**src/rtl/dmem_pkg.sv**
```systemverilog
// Shared definitions for the data-memory responder: word width, FSM states
// and small address/byte-lane helpers used by the controller and the array.
package dmem_pkg;

    localparam int WORD_W = 32;
    localparam int BE_W   = WORD_W / 8;
    // Wide enough for the largest legal wait count (LATENCY-1 <= 14).
    localparam int CNT_W  = 4;

    typedef enum logic [1:0] {
        IDLE = 2'd0,
        WAIT = 2'd1,
        RESP = 2'd2
    } state_e;

    // An access is refused when it is not word aligned or its word index
    // falls beyond the end of storage.
    function automatic logic addr_is_bad(input logic [WORD_W-1:0] addr,
                                         input int                depth);
        logic [WORD_W-1:0] word_idx;
        word_idx = {2'b00, addr[WORD_W-1:2]};
        return (addr[1:0] != 2'b00) || (word_idx >= WORD_W'(depth));
    endfunction

    // Replace only the byte lanes selected by be; other lanes keep old data.
    function automatic logic [WORD_W-1:0] byte_merge(input logic [WORD_W-1:0] old_w,
                                                     input logic [WORD_W-1:0] new_w,
                                                     input logic [BE_W-1:0]   be);
        logic [WORD_W-1:0] res;
        res = old_w;
        for (int b = 0; b < BE_W; b++) begin
            if (be[b]) begin
                res[8*b +: 8] = new_w[8*b +: 8];
            end
        end
        return res;
    endfunction

endpackage

```
**src/rtl/dmem_array.sv**
```systemverilog
// DEPTH x 32 word storage with a synchronous byte-enabled write port and a
// combinational read port. Contents are deliberately not reset.
module dmem_array
    import dmem_pkg::*;
#(
    parameter int DEPTH = 64,
    localparam int AW   = (DEPTH > 1) ? $clog2(DEPTH) : 1
) (
    input  logic              clk,
    input  logic              we_i,
    input  logic [AW-1:0]     waddr_i,
    input  logic [WORD_W-1:0] wdata_i,
    input  logic [BE_W-1:0]   be_i,
    input  logic [AW-1:0]     raddr_i,
    output logic [WORD_W-1:0] rdata_o
);

    logic [WORD_W-1:0] mem_q [DEPTH];

    // Byte-lane write: untouched lanes are rewritten with their old value.
    always_ff @(posedge clk) begin
        if (we_i) begin
            mem_q[waddr_i] <= byte_merge(mem_q[waddr_i], wdata_i, be_i);
        end
    end

    assign rdata_o = mem_q[raddr_i];

endmodule

```
**src/rtl/dmem_responder.sv**
```systemverilog
// Single-outstanding data-memory responder. A request is accepted in IDLE,
// held for a fixed number of wait cycles, performed against the storage
// array, and its response held until the initiator takes it.
module dmem_responder
    import dmem_pkg::*;
#(
    parameter int DEPTH   = 64,
    // Wait cycles between acceptance and access; legal range 1..15.
    parameter int LATENCY = 2
) (
    input  logic              clk,
    input  logic              reset,
    input  logic              req_valid,
    output logic              req_ready,
    input  logic              req_we,
    input  logic [WORD_W-1:0] req_addr,
    input  logic [WORD_W-1:0] req_wdata,
    input  logic [BE_W-1:0]   req_be,
    output logic              rsp_valid,
    input  logic              rsp_ready,
    output logic [WORD_W-1:0] rsp_rdata,
    output logic              rsp_err
);

    localparam int AW = (DEPTH > 1) ? $clog2(DEPTH) : 1;
    localparam logic [CNT_W-1:0] WAIT_INIT = CNT_W'(LATENCY - 1);

    // Control state (asynchronously reset).
    state_e            state_q;
    logic [CNT_W-1:0]  cnt_q;
    logic              req_ready_q;
    logic              rsp_valid_q;
    logic [WORD_W-1:0] rsp_rdata_q;
    logic              rsp_err_q;

    // Held request payload (no reset; only meaningful after an acceptance).
    logic              we_q;
    logic [WORD_W-1:0] addr_q;
    logic [WORD_W-1:0] wdata_q;
    logic [BE_W-1:0]   be_q;

    // Values captured into the response registers on the access cycle.
    logic              rsp_err_d;
    logic [WORD_W-1:0] rsp_rdata_d;

    logic              accept;
    logic              access_now;
    logic              mem_we;
    logic [AW-1:0]     word_idx;
    logic [WORD_W-1:0] arr_rdata;

    assign accept     = (state_q == IDLE) && req_valid;
    assign access_now = (state_q == WAIT) && (cnt_q == '0);
    assign word_idx   = addr_q[AW+1:2];

    // Decode the held request: error flag, load data, and store strobe.
    always_comb begin
        rsp_err_d   = addr_is_bad(addr_q, DEPTH);
        rsp_rdata_d = '0;
        if (!we_q && !rsp_err_d) begin
            rsp_rdata_d = arr_rdata;
        end
        mem_we = access_now && we_q && !rsp_err_d;
    end

    // Latch the request payload only on acceptance so later req_* activity
    // cannot disturb a transaction in flight.
    always_ff @(posedge clk) begin
        if (accept) begin
            we_q    <= req_we;
            addr_q  <= req_addr;
            wdata_q <= req_wdata;
            be_q    <= req_be;
        end
    end

    // Transaction FSM with registered handshake and response outputs.
    always_ff @(posedge clk or posedge reset) begin
        if (reset) begin
            state_q     <= IDLE;
            cnt_q       <= '0;
            req_ready_q <= 1'b1;
            rsp_valid_q <= 1'b0;
            rsp_rdata_q <= '0;
            rsp_err_q   <= 1'b0;
        end else begin
            case (state_q)
                IDLE: begin
                    if (accept) begin
                        state_q     <= WAIT;
                        cnt_q       <= WAIT_INIT;
                        req_ready_q <= 1'b0;
                    end
                end
                WAIT: begin
                    if (cnt_q == '0) begin
                        state_q     <= RESP;
                        rsp_valid_q <= 1'b1;
                        rsp_rdata_q <= rsp_rdata_d;
                        rsp_err_q   <= rsp_err_d;
                    end else begin
                        cnt_q <= cnt_q - CNT_W'(1);
                    end
                end
                RESP: begin
                    if (rsp_ready) begin
                        state_q     <= IDLE;
                        req_ready_q <= 1'b1;
                        rsp_valid_q <= 1'b0;
                        rsp_rdata_q <= '0;
                        rsp_err_q   <= 1'b0;
                    end
                end
                default: begin
                    state_q     <= IDLE;
                    cnt_q       <= '0;
                    req_ready_q <= 1'b1;
                    rsp_valid_q <= 1'b0;
                    rsp_rdata_q <= '0;
                    rsp_err_q   <= 1'b0;
                end
            endcase
        end
    end

    dmem_array #(
        .DEPTH (DEPTH)
    ) u_array (
        .clk     (clk),
        .we_i    (mem_we),
        .waddr_i (word_idx),
        .wdata_i (wdata_q),
        .be_i    (be_q),
        .raddr_i (word_idx),
        .rdata_o (arr_rdata)
    );

    assign req_ready = req_ready_q;
    assign rsp_valid = rsp_valid_q;
    assign rsp_rdata = rsp_rdata_q;
    assign rsp_err   = rsp_err_q;

endmodule

```
**config.mk**
```make
export PLATFORM = sky130hd
export DESIGN_NAME = dmem_responder
export DESIGN_NICKNAME = d
export VERILOG_FILES = /design/src/rtl/dmem_pkg.sv /design/src/rtl/dmem_array.sv /design/src/rtl/dmem_responder.sv
export SDC_FILE = /design/constraint.sdc
export NUM_CORES = 2
export LEC_CHECK = 0
export CORE_UTILIZATION = 50
export CTS_BUF_LIST = sky130_fd_sc_hd__clkbuf_8
export CTS_CLUSTER_SIZE = 40
export DETAILED_ROUTE_END_ITERATION = 10
export PLACE_DENSITY = 0.74
export SETUP_SLACK_MARGIN = 0.1
export SYNTH_ARGS = -nofsm -noshare
export SYNTH_HDL_FRONTEND = slang
export SYNTH_SLANG_ARGS = --single-unit
```
**constraint.sdc**
```tcl
create_clock -name clk -period 4.84 [get_ports clk]
set_input_delay 0.726 -clock clk [delete_from_list [all_inputs] [get_ports clk]]
set_output_delay 0.726 -clock clk [all_outputs]
set_load 0.02 [all_outputs]
```
==> summary.txt <==
status = finished with violations
failing checks = DRC
GP Congestion = 0.891
crit-path most repeated cell = buf_4
total track usage = 28.2%
First DRT Iteration DRCs = 6,835
setup TNS = 0 ns
worst reg-to-reg setup slack = 0.56 ns
Worst Hold Path EP = be_q[3]
cts repair resizes = 0
Syn Inst Count = 3,935
P_sw = 15,400 µW
core box area = 165,000 µm²
worst min-delay path startpoint = req_be[3]
flop and latch count out of synthesis = 2,164
Vias/cell = 6.59
Final Hold Fails = 0
max-cap violations = 0
Net Count, Synth = 4,010
Max Slew Vio Count = 0
post-synth cell types = 78
initial core utilization = 50.4%
period utilization = 88.5%
P_leak = 0.0307 µW
die width = 410 µm
reg2reg end = u_array.mem_q[30][28]
fillers = 11,600
vias in the first global route = 44,200
share of cells above drive strength 1 = 26.2%
Die Span Y = 410 µm
area used by multi-input combinational logic = 17,900 µm²
switching fraction of total power = 30.8%
Clk Latency, worst-skew pair = 1.04 ns
total die area = 168,000 µm²
dpl hpwl = 139,000 µm
total congestion overflow = 0
Worst-Margin Slew = 1.14 ns
P&R area growth vs syn = 14.4%
CP Cell Sequence = nor2b_1, buf_4, and3_1, buf_4, a22oi_1, nand4_1, nor4_2, mux2i_4, buf_4
Final setup viols = 0
total number of vias = 45,100
Worst slew margin = 23.5%
CTS Hold Bufs = 1
Pwr Total = 50,000 µW
Int Power = 34,600 µW
worst slack, placed = 0.728 ns
Synth Flop Type = edfxtp_1
IO Pins = 108
worst vdd ir = 0.344 mV
clk slew on worst S/H paths = 0.07 ns
ANT nets after route = 0
Yosys warning total = 0
hold path depth = 1
PortBufs = 107
Peak Freq = 234 MHz
CTS tree = built
Comb pwr share = 24.5%
Setup Fix Bufs, Post-CTS = 0
CP max FO = 41
number of H-tree levels = 5
mean post-synth cell area = 21.1 µm²
Rows = 149
critical path's largest stage delay = 0.87 ns
DR DRC count = 48
RSZ-0062 raised after global routing = false
crit path DAT = 5.12 ns
crit path launch type = register
sequential power share = 48.3%
Cell Area, Synth = 83,100 µm²
clock skew = 0.0498 ns
clock power share = 27.3%
Power Density = 526 nW/µm²
EDFF count, synth = 2,117
initial antenna violation count = 7
CTS Buf Count = 339
routed wire length = 238,000 µm
Crit Path Class = reg2reg
sequential element share of the synthesized area = 77.9%
Nets = 4,499
post-route minimum period = 4.28 ns
CP Capture Type = register
critical path's slowest cell = mux2i_4
R2R depth = 9
Setup WS post-layout = 0.558 ns
Pre-antenna DRT Iters = 9
FF/Latch Area = 64,700 µm²
Avg WL per Cell = 34.7 µm
largest net degree at the start of global routing = 65
clock sinks = 2,164
WP data required = 5.68 ns
async set or reset register ratio after synthesis = 1.89%
type of the tightest min-delay check = in2reg
first-pass GRT wire length = 330,000 µm
root buffer cell = clkbuf_8
Clock Path Buffers = 4
-- synth_stat cells (26+ instances only) --
cell type,count,area share (%)
o21ai_0,26,0.16
nand2_1,96,0.43
a22o_1,41,0.43
a21oi_1,29,0.17
buf_2,93,0.56
nand3_1,30,0.18
clkbuf_1,58,0.26
edfxtp_1,2117,77
mux2i_1,232,2.8
buf_4,31,0.28
dfrtp_1,40,1.2
a221oi_1,27,0.28
o211ai_1,37,0.33
nor2_1,119,0.54
buf_6,27,0.37
mux4_2,385,10
a22oi_1,166,1.5
mux2_2,50,0.68
o21ai_1,35,0.21
-- metrics by stage --
stage,instances,hold slack [ns],util (%),cell area [µm²]
after floorplan,3935,0.471,-,83100
after global placement,6270,0.480,54.0,89200
after detailed placement,6270,0.509,54.0,89200
after CTS,6844,0.177,57.6,95000
after global routing,6846,0.219,57.6,95000
final,6850,0.247,57.6,95000
-- power groups by stage --
stage,registers [µW],logic [µW],clock network (µW)
after global placement,24500,11700,0
after detailed placement,24500,12000,0
final,24100,12200,13600
after CTS,24100,12000,13700
after floorplan,24500,6960,0
after global routing,24100,12600,14500
-- layout make-up --
type                            instances  share of cell area, %
Sequential cell                      2164                   68.1
Multi-Input combinational cell       1529                   18.8
Clock buffer                          360                   5.21
Timing Repair Buffer                  370                   4.00
Tap cell                             2189                   2.88
Clock inverter                        213                  0.912
Inverter                               20                 0.0790
Antenna cell                            5                 0.0132
-- how the worst max path moves through the flow --
stage	from	end	cells past startpoint
after floorplan	req_valid	register	3
after global placement	register	u_array.mem_q[55][3]	8
after detailed placement	register	u_array.mem_q[55][3]	8
after CTS	register	u_array.mem_q[24][28]	9
after global routing	register	u_array.mem_q[49][28]	9
final	register	u_array.mem_q[30][28]	9
-- worst max-delay path, delay by kind of cell, from the launching register on --
| kind | cells | cell delay (ns) |
|---|---|---|
| multiplexers | 1 | 0.87 |
| flip-flops | 1 | 0.54 |
| AND/OR/NAND/NOR | 4 | 1.54 |
| buffers and inverters | 3 | 0.98 |
| AO/OA/AOI/OAI | 1 | 0.12 |
-- layout by cell type (no fill, tap or decap), drive strengths merged, types with 22 or more instances in the layout --
cell and count:
dfrtp 40, nor2 121, a21oi 29, a22o 41, nand3 30, o211ai 38
mux2 50, clkinv 96, buf 262, mux2i 232, mux4 385, clkdlybuf4s50 107
nand2 96, clkbuf 360, o21ai 61, inv 130, edfxtp 2117, a31oi 22
a22oi 166, a221oi 29
-- cells by family after synthesis --
logic type | share of synthesized area, %
flops | 77.9
xor+xnor | 0.0105
mux | 13.9
compound gates | 4.10
fa+ha+maj | 0.0301
simple gates | 2.40
buf+inv | 1.65
-- metal layers --
metal | wire length, µm | part of all wire, % | global-route usage, %
met1 | 82400 | 35 | 36.8
met2 | 109000 | 46 | 42.6
met3 | 32200 | 14 | 8.34
met4 | 14600 | 6.1 | 16.0
met5 | 52 | 0.022 | 0
-- flip-flops by register name, summed over array words and instances (netlist names), named ones only --
register	count
rsp_valid	1
wdata_q	32
req_ready	1
we_q	1
addr_q	32
state_q	2
cnt_q	4
rsp_err	1
be_q	4
u_array.mem_q	2048
rsp_rdata	32
Note: power is estimated with default switching activity, not from simulation.
